## config.mk

```make
export PLATFORM = sky130hd
export DESIGN_NAME = rgmii_rx_framer
export DESIGN_NICKNAME = d
export VERILOG_FILES = /design/src/rtl/rgmii_rx_framer.sv
export SDC_FILE = /design/constraint.sdc
export NUM_CORES = 1
export LEC_CHECK = 0
export CAP_MARGIN = 10
export CORE_MARGIN = 2
export CORE_UTILIZATION = 45
export DETAILED_ROUTE_END_ITERATION = 6
export HOLD_SLACK_MARGIN = 0.15
export PLACE_DENSITY = 0.79
export REMOVE_ABC_BUFFERS = 1
export SLEW_MARGIN = 30
export SYNTH_ARGS = -nofsm -noshare
export SYNTH_HDL_FRONTEND = slang
export SYNTH_SLANG_ARGS = --single-unit
```

## constraint.sdc

```tcl
create_clock -name rx_rgmii_clk -period 6.7 [get_ports rx_rgmii_clk]
set_input_delay 1.34 -clock rx_rgmii_clk [delete_from_list [all_inputs] [get_ports rx_rgmii_clk]]
set_output_delay 1.34 -clock rx_rgmii_clk [all_outputs]
set_load 0.02 [all_outputs]
```

## src/rtl/rgmii_rx_framer.sv

```systemverilog
// RGMII receive frame controller: preamble/SFD strip, frame delimiting, length checks.
// Optional per-frame statistics counters are built when RGMII_RX_STATS_EN is defined.
module rgmii_rx_framer #(
  parameter int unsigned MIN_LEN = 64,
  parameter int unsigned MAX_LEN = 1522,
  parameter int unsigned PRE_MIN = 2,
  parameter int unsigned STAT_W  = 32
) (
  input  logic              rx_rgmii_clk,
  input  logic              rx_rst_n,
  input  logic              rx_data_valid,
  input  logic              rx_data_error,
  input  logic [7:0]        rx_data_in,
  output logic [7:0]        m_axis_tdata,
  output logic              m_axis_tvalid,
  output logic              m_axis_tlast,
  output logic              m_axis_tuser,
  output logic [15:0]       frame_len,
  output logic [STAT_W-1:0] stat_frames_ok,
  output logic [STAT_W-1:0] stat_frames_bad,
  output logic [STAT_W-1:0] stat_pre_err
);

  localparam logic [15:0] MIN_LEN_W = 16'(MIN_LEN);
  localparam logic [15:0] MAX_LEN_W = 16'(MAX_LEN);
  localparam logic [3:0]  PRE_MIN_W = 4'(PRE_MIN);

  typedef enum logic [1:0] {S_IDLE, S_PRE, S_PAY, S_DROP} state_t;

  state_t      state_q, state_d;
  logic [3:0]  pre_cnt_q, pre_cnt_d;
  logic [15:0] len_q, len_d;
  logic        bad_q, bad_d;
  logic [7:0]  hold_q, hold_d;
  logic        hold_vld_q, hold_vld_d;
  logic [7:0]  tdata_q, tdata_d;
  logic        tvalid_q, tvalid_d;
  logic        tlast_q, tlast_d;
  logic        tuser_q, tuser_d;
  logic [15:0] frame_len_q, frame_len_d;
  logic        pre_err;
  logic        empty_frame;

  logic dv, er;
  assign dv = rx_data_valid;
  assign er = rx_data_valid ^ rx_data_error;

  always_comb begin
    state_d     = state_q;
    pre_cnt_d   = pre_cnt_q;
    len_d       = len_q;
    bad_d       = bad_q;
    hold_d      = hold_q;
    hold_vld_d  = hold_vld_q;
    tdata_d     = tdata_q;
    tvalid_d    = 1'b0;
    tlast_d     = 1'b0;
    tuser_d     = 1'b0;
    frame_len_d = frame_len_q;
    pre_err     = 1'b0;
    empty_frame = 1'b0;

    unique case (state_q)
      S_IDLE: begin
        hold_vld_d = 1'b0;
        if (dv) begin
          if (rx_data_in == 8'h55) begin
            state_d   = S_PRE;
            pre_cnt_d = 4'd1;
          end else begin
            state_d = S_DROP;
            pre_err = 1'b1;
          end
        end
      end

      S_PRE: begin
        if (!dv) begin
          state_d = S_IDLE;
          pre_err = 1'b1;
        end else if (rx_data_in == 8'h55) begin
          if (pre_cnt_q != 4'hF) pre_cnt_d = pre_cnt_q + 4'd1;
        end else if (rx_data_in == 8'hD5 && pre_cnt_q >= PRE_MIN_W) begin
          state_d    = S_PAY;
          len_d      = '0;
          bad_d      = 1'b0;
          hold_vld_d = 1'b0;
        end else begin
          state_d = S_DROP;
          pre_err = 1'b1;
        end
      end

      S_PAY: begin
        // One-byte hold register lets the final byte carry tlast without lookahead,
        // giving the same two-cycle latency for every byte.
        if (dv) begin
          if (len_q == MAX_LEN_W) begin
            tvalid_d    = 1'b1;
            tdata_d     = hold_q;
            tlast_d     = 1'b1;
            tuser_d     = 1'b1;
            frame_len_d = len_q;
            hold_vld_d  = 1'b0;
            state_d     = S_DROP;
          end else begin
            len_d      = len_q + 16'd1;
            bad_d      = bad_q | er;
            hold_d     = rx_data_in;
            hold_vld_d = 1'b1;
            if (hold_vld_q) begin
              tvalid_d    = 1'b1;
              tdata_d     = hold_q;
              frame_len_d = len_q;
            end
          end
        end else begin
          if (hold_vld_q) begin
            tvalid_d    = 1'b1;
            tdata_d     = hold_q;
            tlast_d     = 1'b1;
            tuser_d     = bad_q | (len_q < MIN_LEN_W);
            frame_len_d = len_q;
          end else begin
            empty_frame = 1'b1;
          end
          hold_vld_d = 1'b0;
          state_d    = S_IDLE;
        end
      end

      S_DROP: begin
        if (!dv) state_d = S_IDLE;
      end

      default: state_d = S_IDLE;
    endcase
  end

  always_ff @(posedge rx_rgmii_clk) begin
    if (!rx_rst_n) begin
      state_q     <= S_IDLE;
      pre_cnt_q   <= '0;
      len_q       <= '0;
      bad_q       <= 1'b0;
      hold_q      <= '0;
      hold_vld_q  <= 1'b0;
      tdata_q     <= '0;
      tvalid_q    <= 1'b0;
      tlast_q     <= 1'b0;
      tuser_q     <= 1'b0;
      frame_len_q <= '0;
    end else begin
      state_q     <= state_d;
      pre_cnt_q   <= pre_cnt_d;
      len_q       <= len_d;
      bad_q       <= bad_d;
      hold_q      <= hold_d;
      hold_vld_q  <= hold_vld_d;
      tdata_q     <= tdata_d;
      tvalid_q    <= tvalid_d;
      tlast_q     <= tlast_d;
      tuser_q     <= tuser_d;
      frame_len_q <= frame_len_d;
    end
  end

  assign m_axis_tdata  = tdata_q;
  assign m_axis_tvalid = tvalid_q;
  assign m_axis_tlast  = tlast_q;
  assign m_axis_tuser  = tuser_q;
  assign frame_len     = frame_len_q;

`ifdef RGMII_RX_STATS_EN
  logic [STAT_W-1:0] ok_cnt_q, ok_cnt_d;
  logic [STAT_W-1:0] bad_cnt_q, bad_cnt_d;
  logic [STAT_W-1:0] pre_cnt_err_q, pre_cnt_err_d;

  always_comb begin
    ok_cnt_d      = ok_cnt_q;
    bad_cnt_d     = bad_cnt_q;
    pre_cnt_err_d = pre_cnt_err_q;
    if (tvalid_d && tlast_d && !tuser_d) ok_cnt_d = ok_cnt_q + STAT_W'(1);
    if ((tvalid_d && tlast_d && tuser_d) || empty_frame) bad_cnt_d = bad_cnt_q + STAT_W'(1);
    if (pre_err) pre_cnt_err_d = pre_cnt_err_q + STAT_W'(1);
  end

  always_ff @(posedge rx_rgmii_clk) begin
    if (!rx_rst_n) begin
      ok_cnt_q      <= '0;
      bad_cnt_q     <= '0;
      pre_cnt_err_q <= '0;
    end else begin
      ok_cnt_q      <= ok_cnt_d;
      bad_cnt_q     <= bad_cnt_d;
      pre_cnt_err_q <= pre_cnt_err_d;
    end
  end

  assign stat_frames_ok  = ok_cnt_q;
  assign stat_frames_bad = bad_cnt_q;
  assign stat_pre_err    = pre_cnt_err_q;
`else
  logic stats_unused;
  assign stats_unused    = ^{pre_err, empty_frame};
  assign stat_frames_ok  = '0;
  assign stat_frames_bad = '0;
  assign stat_pre_err    = '0;
`endif

endmodule

```

==> metrics.log <==
[metrics] outcome: complete, no violations
[metrics] Post-synth EDFFs: 0
[metrics] latest clock arrival within the worst-skew pair: 0.34 ns
[metrics] Global Route Usage Sum: 15.8%
[metrics] first-pass GRT wire length: between 10000 and 15000 um
[metrics] switching share of power: 28.4%
[metrics] placer's final routability congestion estimate: 0.797
[metrics] Slew HR: around half
[metrics] worst-path cell with the longest stage delay: sky130_fd_sc_hd__nor4_1
[metrics] setup violators final: 0
[metrics] path class of the lowest-slack min-delay path: register to register
[metrics] final layout net count: 453
[metrics] Inserted Clock Buffers: 9
[metrics] count of hold-fix buffers inserted at cts: 0
[metrics] maximum operating frequency: 284 MHz
[metrics] filler cell count: ~710
[metrics] synthesized area divided by synthesized cell count: 8.55 um^2
[metrics] critical path data arrival time: 3.79 ns
[metrics] antenna violations before repair: 0
[metrics] total negative setup slack: 0 ns
[metrics] via count of the routed design: 2550
[metrics] die width: between 90 and 100 um
[metrics] Avg WL per Cell: about 12 um
[metrics] area overhead of the layout relative to synthesis: 5.70%
[metrics] Top delay family on crit path: simple AND/OR/NAND/NOR gates
[metrics] Reg clk slew, reported paths: around 0.060 ns
[metrics] Seq/Total Area, Yosys: 34.3%
[metrics] setup repair after global routing missed its margin: no
[metrics] total net switching power: about 0.20 mW
[metrics] total power per unit cell area: 195 nW/um^2
[metrics] Post-CTS Setup Bufs: 0
[metrics] Crit path required time: 6.96 ns
[metrics] cell area after placement: 3480 um^2
[metrics] endpoint kind of the worst setup timing path: register
[metrics] Finished Cell Area: 3640 um^2
[metrics] final worst path period need: 3.52 ns
[metrics] share of synthesized flip-flops with an asynchronous set or reset: 0%
[metrics] CTS tree: yes
[metrics] clock root buffer: sky130_fd_sc_hd__clkbuf_8
[metrics] final non-filler cell total: 540
[metrics] post-cts gate resize count: 0
[metrics] Max stage delay on crit path: 0.69 ns
[metrics] proportion of layout cells with a drive suffix above 1: 6.35%
[metrics] #FFs+latches synth: 59
[metrics] die outline area: 8370 um^2
[metrics] Clock Sink Count: slightly below 60
[metrics] number of warnings issued by yosys: 0
[metrics] post-route fraction of the period consumed by the critical path: between 50% and 60%
[metrics] aggregate routed wire length: 6300 um
[metrics] maximum number of pins on one net before global-route repair: 57
[metrics] power share of the clock group: a little under two fifths
[metrics] DP Wirelength: around 4500 um
[metrics] Critical Setup Path Class: input port to register
[metrics] Final Core Density: 49.7%
[metrics] Port Buf Inserts: 38
[metrics] height of the chip: 91.5 um
[metrics] starting density of the core: between 40 and 50%
[metrics] cells along the critical path: clkdlybuf4s50_1 > nand4bb_1 > nor4_1 > o21ai_0 > or3b_2 > a21oi_1
[metrics] Inserted Diodes: 0
[metrics] Overflow after GRT: 0
[metrics] fraction of power consumed by sequential logic: 50.3%
[metrics] Synth Cell Area: approximately 3400 um^2
[metrics] cell count after placement: 525
[metrics] number of buffers and inverters on the critical path: 1
[metrics] standby leakage power: 1.33 nW
[metrics] final hold viol count: 0
[metrics] slew of the pin with the lowest slew margin: 0.745 ns
[metrics] worst voltage drop across the vdd grid: between 0.1 and 0.15 mV
[metrics] logic gate share of total power: between 10% and 20%
[metrics] via count of the first global-routing pass: 2348
[metrics] internal power: 0.507 mW
[metrics] post-detailed-route DRC marker count: 0
[metrics] sort of element at the start of the critical path: input port
[metrics] I/O pin cnt: 135
[metrics] Layout Skew: 0.00458 ns
[metrics] iteration-0 DRC count of the detailed router: 120
[metrics] Synth cell types: 47
[metrics] reported max-cap violation count: 0
[metrics] highest net fanout along the worst path: 5
[metrics] drt via density: approximately 4.7
[metrics] Detailed Routing Iterations Pass 1: 4
[metrics] pins over their slew limit: 0
[metrics] number of core rows: 31
[metrics] Std-Cell Core Area: 7330 um^2
[metrics] number of nets with antenna violations after routing: 0
[metrics] top_reg_cell synth: sky130_fd_sc_hd__dfxtp_1
[metrics] maximum root-to-sink buffer count: 2
[metrics] Gate Count Post-Synth: 403
[metrics] H-Tree Level Count: 3
[final cells by class]
| class | instances | area [um^2] | area share (%) |
|---|---|---|---|
| Tap cell | 99 | 124 | 3.40 |
| Multi-Input combinational cell | 321 | 1740 | 47.8 |
| Sequential cell | 59 | 1180 | 32.4 |
| Inverter | 5 | 18.8 | 0.515 |
| Timing Repair Buffer | 41 | 418 | 11.5 |
| Clock inverter | 3 | 15.0 | 0.412 |
| Clock buffer | 12 | 145 | 3.98 |
[registers in the layout, indices dropped and copies added, names as in the netlist]
name	count
frame_len	16
state_q	2
pre_cnt_q	4
m_axis_tvalid	1
m_axis_tlast	1
bad_q	1
m_axis_tdata	8
hold_vld_q	1
hold_q	8
len_q	16
m_axis_tuser	1
[worst reg2reg max path: cells and delay by family (launching register included)]
family                 cells  cell delay (ns)
buffers and inverters      1             0.23
DFF                        1             0.37
AOI/OAI and AO/OA          1             0.46
muxes                      1             0.21
and+or+nand+nor            3             1.39
[path summary, 6_finish.rpt]
path / start / cells after the start / slack (ns) / to
setup / recovery: rx_data_in[3] / 6 / 3.18 / pre_cnt_q[1]
hold / removal: m_axis_tdata[3] / 2 / 0.45 / m_axis_tdata[3]
setup reg to reg: len_q[9] / 6 / 3.97 / frame_len[3]
hold reg to reg: m_axis_tdata[3] / 2 / 0.45 / m_axis_tdata[3]
[through the flow]
step / hold slack [ns] / setup WS (ns) / power [mW]
after floorplan: 0.437 / 3.62 / 0.425
after global placement: 0.442 / 2.96 / 0.443
after detailed placement: 0.447 / 2.85 / 0.444
after CTS: 0.458 / 3.20 / 0.717
after global routing: 0.479 / 2.96 / 0.743
final: 0.454 / 3.18 / 0.709
[synth_stat cells (2+ instances only)]
library cell	number	area [um^2]
sky130_fd_sc_hd__buf_4	96	721
sky130_fd_sc_hd__nand2_1	64	240
sky130_fd_sc_hd__dfxtp_1	59	1180
sky130_fd_sc_hd__mux2i_1	32	320
sky130_fd_sc_hd__nor2_1	20	75.1
sky130_fd_sc_hd__a21oi_1	18	90.1
sky130_fd_sc_hd__o21ai_0	18	90.1
sky130_fd_sc_hd__nand3_1	9	45.0
sky130_fd_sc_hd__clkbuf_1	7	26.3
sky130_fd_sc_hd__inv_1	5	18.8
sky130_fd_sc_hd__or3_1	5	31.3
sky130_fd_sc_hd__clkbuf_8	4	55.1
sky130_fd_sc_hd__ha_1	4	50.1
sky130_fd_sc_hd__nand3b_1	4	30.0
sky130_fd_sc_hd__nor3_1	4	20.0
sky130_fd_sc_hd__or4_1	4	30.0
sky130_fd_sc_hd__a211oi_1	3	22.5
sky130_fd_sc_hd__buf_2	3	15.0
sky130_fd_sc_hd__nand4_1	3	18.8
sky130_fd_sc_hd__nor2b_1	3	18.8
sky130_fd_sc_hd__nor4_1	3	18.8
sky130_fd_sc_hd__o31ai_1	3	22.5
sky130_fd_sc_hd__a31oi_1	2	12.5
sky130_fd_sc_hd__a41oi_1	2	17.5
sky130_fd_sc_hd__buf_12	2	40.0
sky130_fd_sc_hd__nand2b_1	2	12.5
sky130_fd_sc_hd__nand4bb_1	2	22.5
sky130_fd_sc_hd__o41ai_1	2	17.5
sky130_fd_sc_hd__or4_4	2	22.5
[placed cells by master, fill, tap and decap left out, drive strengths merged, types with 4 or more instances in the layout]
master	count
conb	96
nand2	64
dfxtp	59
clkdlybuf4s50	37
mux2i	32
nor2	20
a21oi	19
o21ai	18
clkbuf	12
nand3	9
or4	7
inv	5
or3	5
nand3b	4
nor3	4
ha	4
buf	4
[metal layers]
metal  GRT usage, %  part of all wire (%)  vias to the layer above
met1           18.3                    42                     1165
met5              0                     0                        -
met3           4.90                   8.0                       15
met4           7.83                   2.2                        0
li1               -                     -                     1245
met2           26.3                    48                      125
[power by group through the flow]
stage,clock network (mW),logic [mW],registers [mW]
2_1_floorplan,0,0.0618,0.363
3_3_place_gp,0,0.0785,0.364
3_5_place_dp,0,0.0797,0.364
4_1_cts,0.280,0.0799,0.356
5_1_grt,0.300,0.0872,0.357
6_report,0.271,0.0813,0.356
[cells by family after synthesis]
family	after synthesis	synth area share (%)
fa+ha+maj	4	1.45
buf+inv	118	25.7
mux	32	9.30
xor+xnor	1	0.254
flops	59	34.3
other cells	1	0.109
compound gates	53	9.44
simple gates	135	19.5
No activity file was read; power rests on OpenSTA's default activity.
==> patch 1 (same settings) <==
Register the inputs `rx_data_valid`, `rx_data_error` and `rx_data_in` before use, without a reset. The logic sees them one clock later.
--- a/src/rtl/rgmii_rx_framer.sv
+++ b/src/rtl/rgmii_rx_framer.sv
@@ -27,6 +27,16 @@
 
   typedef enum logic [1:0] {S_IDLE, S_PRE, S_PAY, S_DROP} state_t;
 
+  logic rx_data_valid_q;
+  logic rx_data_error_q;
+  logic [7:0] rx_data_q;
+
+  always_ff @(posedge rx_rgmii_clk) begin
+    rx_data_valid_q <= rx_data_valid;
+    rx_data_error_q <= rx_data_error;
+    rx_data_q       <= rx_data_in;
+  end
+
   state_t      state_q, state_d;
   logic [3:0]  pre_cnt_q, pre_cnt_d;
   logic [15:0] len_q, len_d;
@@ -42,8 +52,8 @@
   logic        empty_frame;
 
   logic dv, er;
-  assign dv = rx_data_valid;
-  assign er = rx_data_valid ^ rx_data_error;
+  assign dv = rx_data_valid_q;
+  assign er = rx_data_valid_q ^ rx_data_error_q;
 
   always_comb begin
     state_d     = state_q;
@@ -64,7 +74,7 @@
       S_IDLE: begin
         hold_vld_d = 1'b0;
         if (dv) begin
-          if (rx_data_in == 8'h55) begin
+          if (rx_data_q == 8'h55) begin
             state_d   = S_PRE;
             pre_cnt_d = 4'd1;
           end else begin
@@ -78,9 +88,9 @@
         if (!dv) begin
           state_d = S_IDLE;
           pre_err = 1'b1;
-        end else if (rx_data_in == 8'h55) begin
+        end else if (rx_data_q == 8'h55) begin
           if (pre_cnt_q != 4'hF) pre_cnt_d = pre_cnt_q + 4'd1;
-        end else if (rx_data_in == 8'hD5 && pre_cnt_q >= PRE_MIN_W) begin
+        end else if (rx_data_q == 8'hD5 && pre_cnt_q >= PRE_MIN_W) begin
           state_d    = S_PAY;
           len_d      = '0;
           bad_d      = 1'b0;
@@ -106,7 +116,7 @@
           end else begin
             len_d      = len_q + 16'd1;
             bad_d      = bad_q | er;
-            hold_d     = rx_data_in;
+            hold_d     = rx_data_q;
             hold_vld_d = 1'b1;
             if (hold_vld_q) begin
               tvalid_d    = 1'b1;
Behaviour: not the same (Yosys sat finds a counterexample within 10 cycles, from zero or initial values and one cycle with rx_rst_n low).
==> patch 1 against the unedited design <==
  * Synthesized area up 2.0%
  * Largest power group unchanged
  * Synthesized cell count is 5.0% higher
  * Setup slack improved by 0.48 ns
  * Worst hold slack better by 0.0020 ns
  * Critical path type unchanged
  * Sequential power rose by 19%
  * Final area grew 2.9%
  * Sequential cell count is 10 higher
  * Power increased by 15%
  * Routed wire length shrank 0.56%
==> patch 1: results (changes against the unedited design) <==
synth_area_leaders: "dfxtp_1, buf_4, o21ai_0, nand3_1, nand2_1"  # was dfxtp_1, buf_4, mux2i_1, nand2_1, a21oi_1
nets: 468  # was 453
synthTopCellsByCount: "buf_4, dfxtp_1, nand2_1, o21ai_0, nand3_1"  # was buf_4, nand2_1, dfxtp_1
avgSynthCellArea_um2: 8.31  # was 8.55 um2
maxSlewHeadroom_pct: 45.1  # was 50.3%
via_count: 2662  # was 2550
gp_congestion: 0.896  # was 0.797
final.setup_skew_ns: 0.00973  # was 0.00458 ns
wl_per_cell_um: 11.3  # was 11.7 um
antenna_found_initial: 0  # unchanged
routed_wl_mm: 6.27  # was 6.30 mm
min_path_type: "flop to flop"  # unchanged
post_cts_buffers: 0  # unchanged
yosys_most_used_dff: "dfxtp_1"  # unchanged
clk_latency_ns: 0.35
cp_data_arrival_time_ns: 3.32  # was 3.79 ns
drt-initial-drc-count: 168  # was 120
track_usage_pct: 15.2  # was 15.8%
async_flop_share_pct: 0  # unchanged
clockBufferDepth: 2  # unchanged
status: "finished clean"  # unchanged
postPlaceCellArea_um2: 3570  # was 3480 um2
drive_gt1_share_pct: 4.84  # was 6.35%
htreeDepth: 3  # unchanged
synth_cell_types: 43  # was 47
grt_pass1_vias: 2342  # was 2348
antennaDiodeCount: 0  # unchanged
critPathMaxFanout: 58  # was 5
synth.yosys.seq_area_share_pct: 39.3  # was 34.3%
ys_warn_count: 0  # unchanged
end_kind: "flop"  # unchanged
peakVddDrop_v: 0.000143  # was 0.000141 V
power.leakage_nw: 1.45  # was 1.33 nW
grt_start_max_net_pins: 59  # was 57
numCtsBuffers: 9  # unchanged
cts-root-buf: "clkbuf_8"  # unchanged
final_area_um2: 3750  # was 3640 um2
dr.pass1.iters: 4  # unchanged
port_buffers: 38  # unchanged
grt_pass1_wl_mm: 10.3  # was 10.7 mm
clkTransAtPathRegs_ns: 0.07
dpl.cell_count: 543  # was 525
cts_resized: 0  # unchanged
dpl.hpwl_mm: 4.39  # was 4.50 mm
post-place-ws_ns: 3.27  # was 2.85 ns
[patch 1: cell count changes after synthesis, sizes merged, moves of 9 or more]
cell / delta
dfxtp: +10
mux2i: -22
o21ai: +26
nor2: +9
nand3: +23
nand2: -22
[patch 1: layer usage]
| layer | vias to the layer above | GRT usage [%] | part of all wire (%) |
|---|---|---|---|
| met4 | 0 | 8.21 | 2.4 |
| met3 | 10 | 3.58 | 8.0 |
| met1 | 1206 | 17.3 | 44 |
| met2 | 129 | 26.1 | 46 |
| met5 | - | 0 | 0 |
| li1 | 1317 | - | - |
[patch 1: path summary, 6_finish.rpt]
| check | endpoint | slack (ns) | from | cells past startpoint |
|---|---|---|---|---|
| max reg2reg | m_axis_tuser$_SDFF_PN0_ | 3.68 | len_q[12]$_SDFFE_PN0P_ | 6 |
| min | frame_len[10]$_SDFFE_PN0P_ | 0.46 | frame_len[10]$_SDFFE_PN0P_ | 2 |
| max | len_q[11]$_SDFFE_PN0P_ | 3.65 | rx_rst_n | 6 |
| min reg2reg | frame_len[10]$_SDFFE_PN0P_ | 0.46 | frame_len[10]$_SDFFE_PN0P_ | 2 |
[patch 1: worst max-delay path, stage by stage]
cell and delay (ns):
buf_2 0.08, buf_4 0.45, inv_1 0.37, a211oi_2 0.74, o21ai_0 0.21, o31ai_1 0.10
[patch 1: logic make-up (layout without fill, tap and decap cells)]
group / count (synthesis) / in the layout / share of synthesized area, %
fa+ha+maj: 4 / 4 / 1.42
compound gates: 73 / 73 / 11.9
buf+inv: 122 / 59 / 24.0
xor+xnor: 2 / 2 / 0.498
mux: 10 / 10 / 2.85
simple gates: 142 / 142 / 20.0
flops: 69 / 69 / 39.3
other cells: 1 / 96 / 0.107
[patch 1: layout make-up]
class,count,area (um2)
clock buffers,12,145
clock inverters,2,35.0
fillers,742,3900
inverters,5,18.8
multi-input cells,327,1650
flip-flops and latches,69,1380
well taps,102,128
repair buffers,40,390
[patch 1: where the power goes]
part / internal [mW] / total, mW / switching, mW
Sequential: 0.416 / 0.422 / 0.00531
Clock: 0.178 / 0.320 / 0.143
Combinational: 0.0119 / 0.0759 / 0.0639
Total: 0.606 / 0.818 / 0.212
==> patch 2 (same flow settings) <==
Made on the original files. Change the parameter `STAT_W` from 32 to 40.
--- a/src/rtl/rgmii_rx_framer.sv
+++ b/src/rtl/rgmii_rx_framer.sv
@@ -4,7 +4,7 @@
   parameter int unsigned MIN_LEN = 64,
   parameter int unsigned MAX_LEN = 1522,
   parameter int unsigned PRE_MIN = 2,
-  parameter int unsigned STAT_W  = 32
+  parameter int unsigned STAT_W  = 40
 ) (
   input  logic              rx_rgmii_clk,
   input  logic              rx_rst_n,
Interface: changed (resized stat_frames_bad, stat_frames_ok and stat_pre_err); port bits go from 135 to 159. No check against the original RTL was run, so the function may have changed too.
==> patch 2 against the unedited design <==
  * Final area is 3.3% higher
  * Die area is 5.0% higher
  * Setup slack better by 0.037 ns
  * Synthesized area is 5.2% higher
  * Largest cell class unchanged
  * Highest routed layer unchanged
  * Fmax is 1.1% higher
  * Power is 8.3% higher
  * Critical path depth stayed put
  * Synthesized cell count is 6.0% higher
  * Sequential cell count stayed put
  * Routed wire length is 0.21% higher
==> patch 2: results (changes against the unedited design) <==
swShare_pct: 28.8  # was 28.4%
syn2layout_area_growth_pct: 3.76  # was 5.70%
pwr-share-comb_pct: 12.1  # was 11.5%
maxSlewHeadroom_pct: 39.3  # was 50.3%
grt_pass1_vias: 2188  # was 2348
synth.yosys.seq_area_share_pct: 32.6  # was 34.3%
power.leakage_nw: 1.41  # was 1.33 nW
status: "finished clean"  # unchanged
synthCells: 427  # was 403
synthMuxAreaShare_pct: 8.83  # was 9.30%
fillers: 753  # was 707
synth_compound_area_share_pct: 8.97  # was 9.44%
wl_met1_mm: 2.68  # was 2.66 mm
min-delay-start: "frame_len[11]$_SDFFE_PN0P_"  # was m_axis_tdata[3]$_SDFFE_PN0P_
track_usage_pct: 14.2  # was 15.8%
final.setup_skew_ns: 0.00775  # was 0.00458 ns
synthAdderAreaFrac_pct: 1.38  # was 1.45%
p_switching_uw: 222  # was 201 uW
cp_data_arrival_time_ns: 3.76  # was 3.79 ns
buffers: 40  # was 41
dpl.hpwl_mm: 4.49  # was 4.50 mm
post-place-ws_ns: 2.84  # was 2.85 ns
routed-wl-met3_um: 571  # was 502 um
num-clock-buffers: 11  # was 12
peakVddDrop_v: 0.000116  # was 0.000141 V
dpl.cell_count: 551  # was 525
num-multi-input-gates: 345  # was 321
synthTopCellsByCount: "buf_4, nand2_1, dfxtp_1"  # unchanged
post_drt_via_cell_ratio: 4.63  # was 4.72
clock_cell_area_share_pct: 5.15  # was 4.40%
seq_area_share_pct: 31.4  # was 32.4%
wl_met2_mm: 2.99  # was 3.00 mm
gp_congestion: 0.796  # was 0.797
==> patch 2: cell types whose count changed after synthesis, sizes merged <==
cell  unedited run  this run
buf            101       125
==> patch 2: per-layer routing <==
metal  up-vias  GRT usage [%]
li1       1271              -
met1      1211           16.9
met2       132           22.9
met3        11           6.18
met4         0           4.83
met5         -              0
==> patch 2: worst paths after layout <==
kind,end,slack [ns],depth (start not counted)
max reg2reg,frame_len[2]$_SDFFE_PN0P_,3.95,6
max,pre_cnt_q[1]$_SDFFE_PN0P_,3.21,6
min reg2reg,frame_len[11]$_SDFFE_PN0P_,0.45,2
min,frame_len[11]$_SDFFE_PN0P_,0.45,2
==> patch 2: critical path, cell delays in order <==
cell and delay, ns:
clkdlybuf4s50_1 0.42, nand4bb_1 0.31, nor4_1 0.67, o21ai_0 0.34
or3b_2 0.53, a21oi_1 0.14
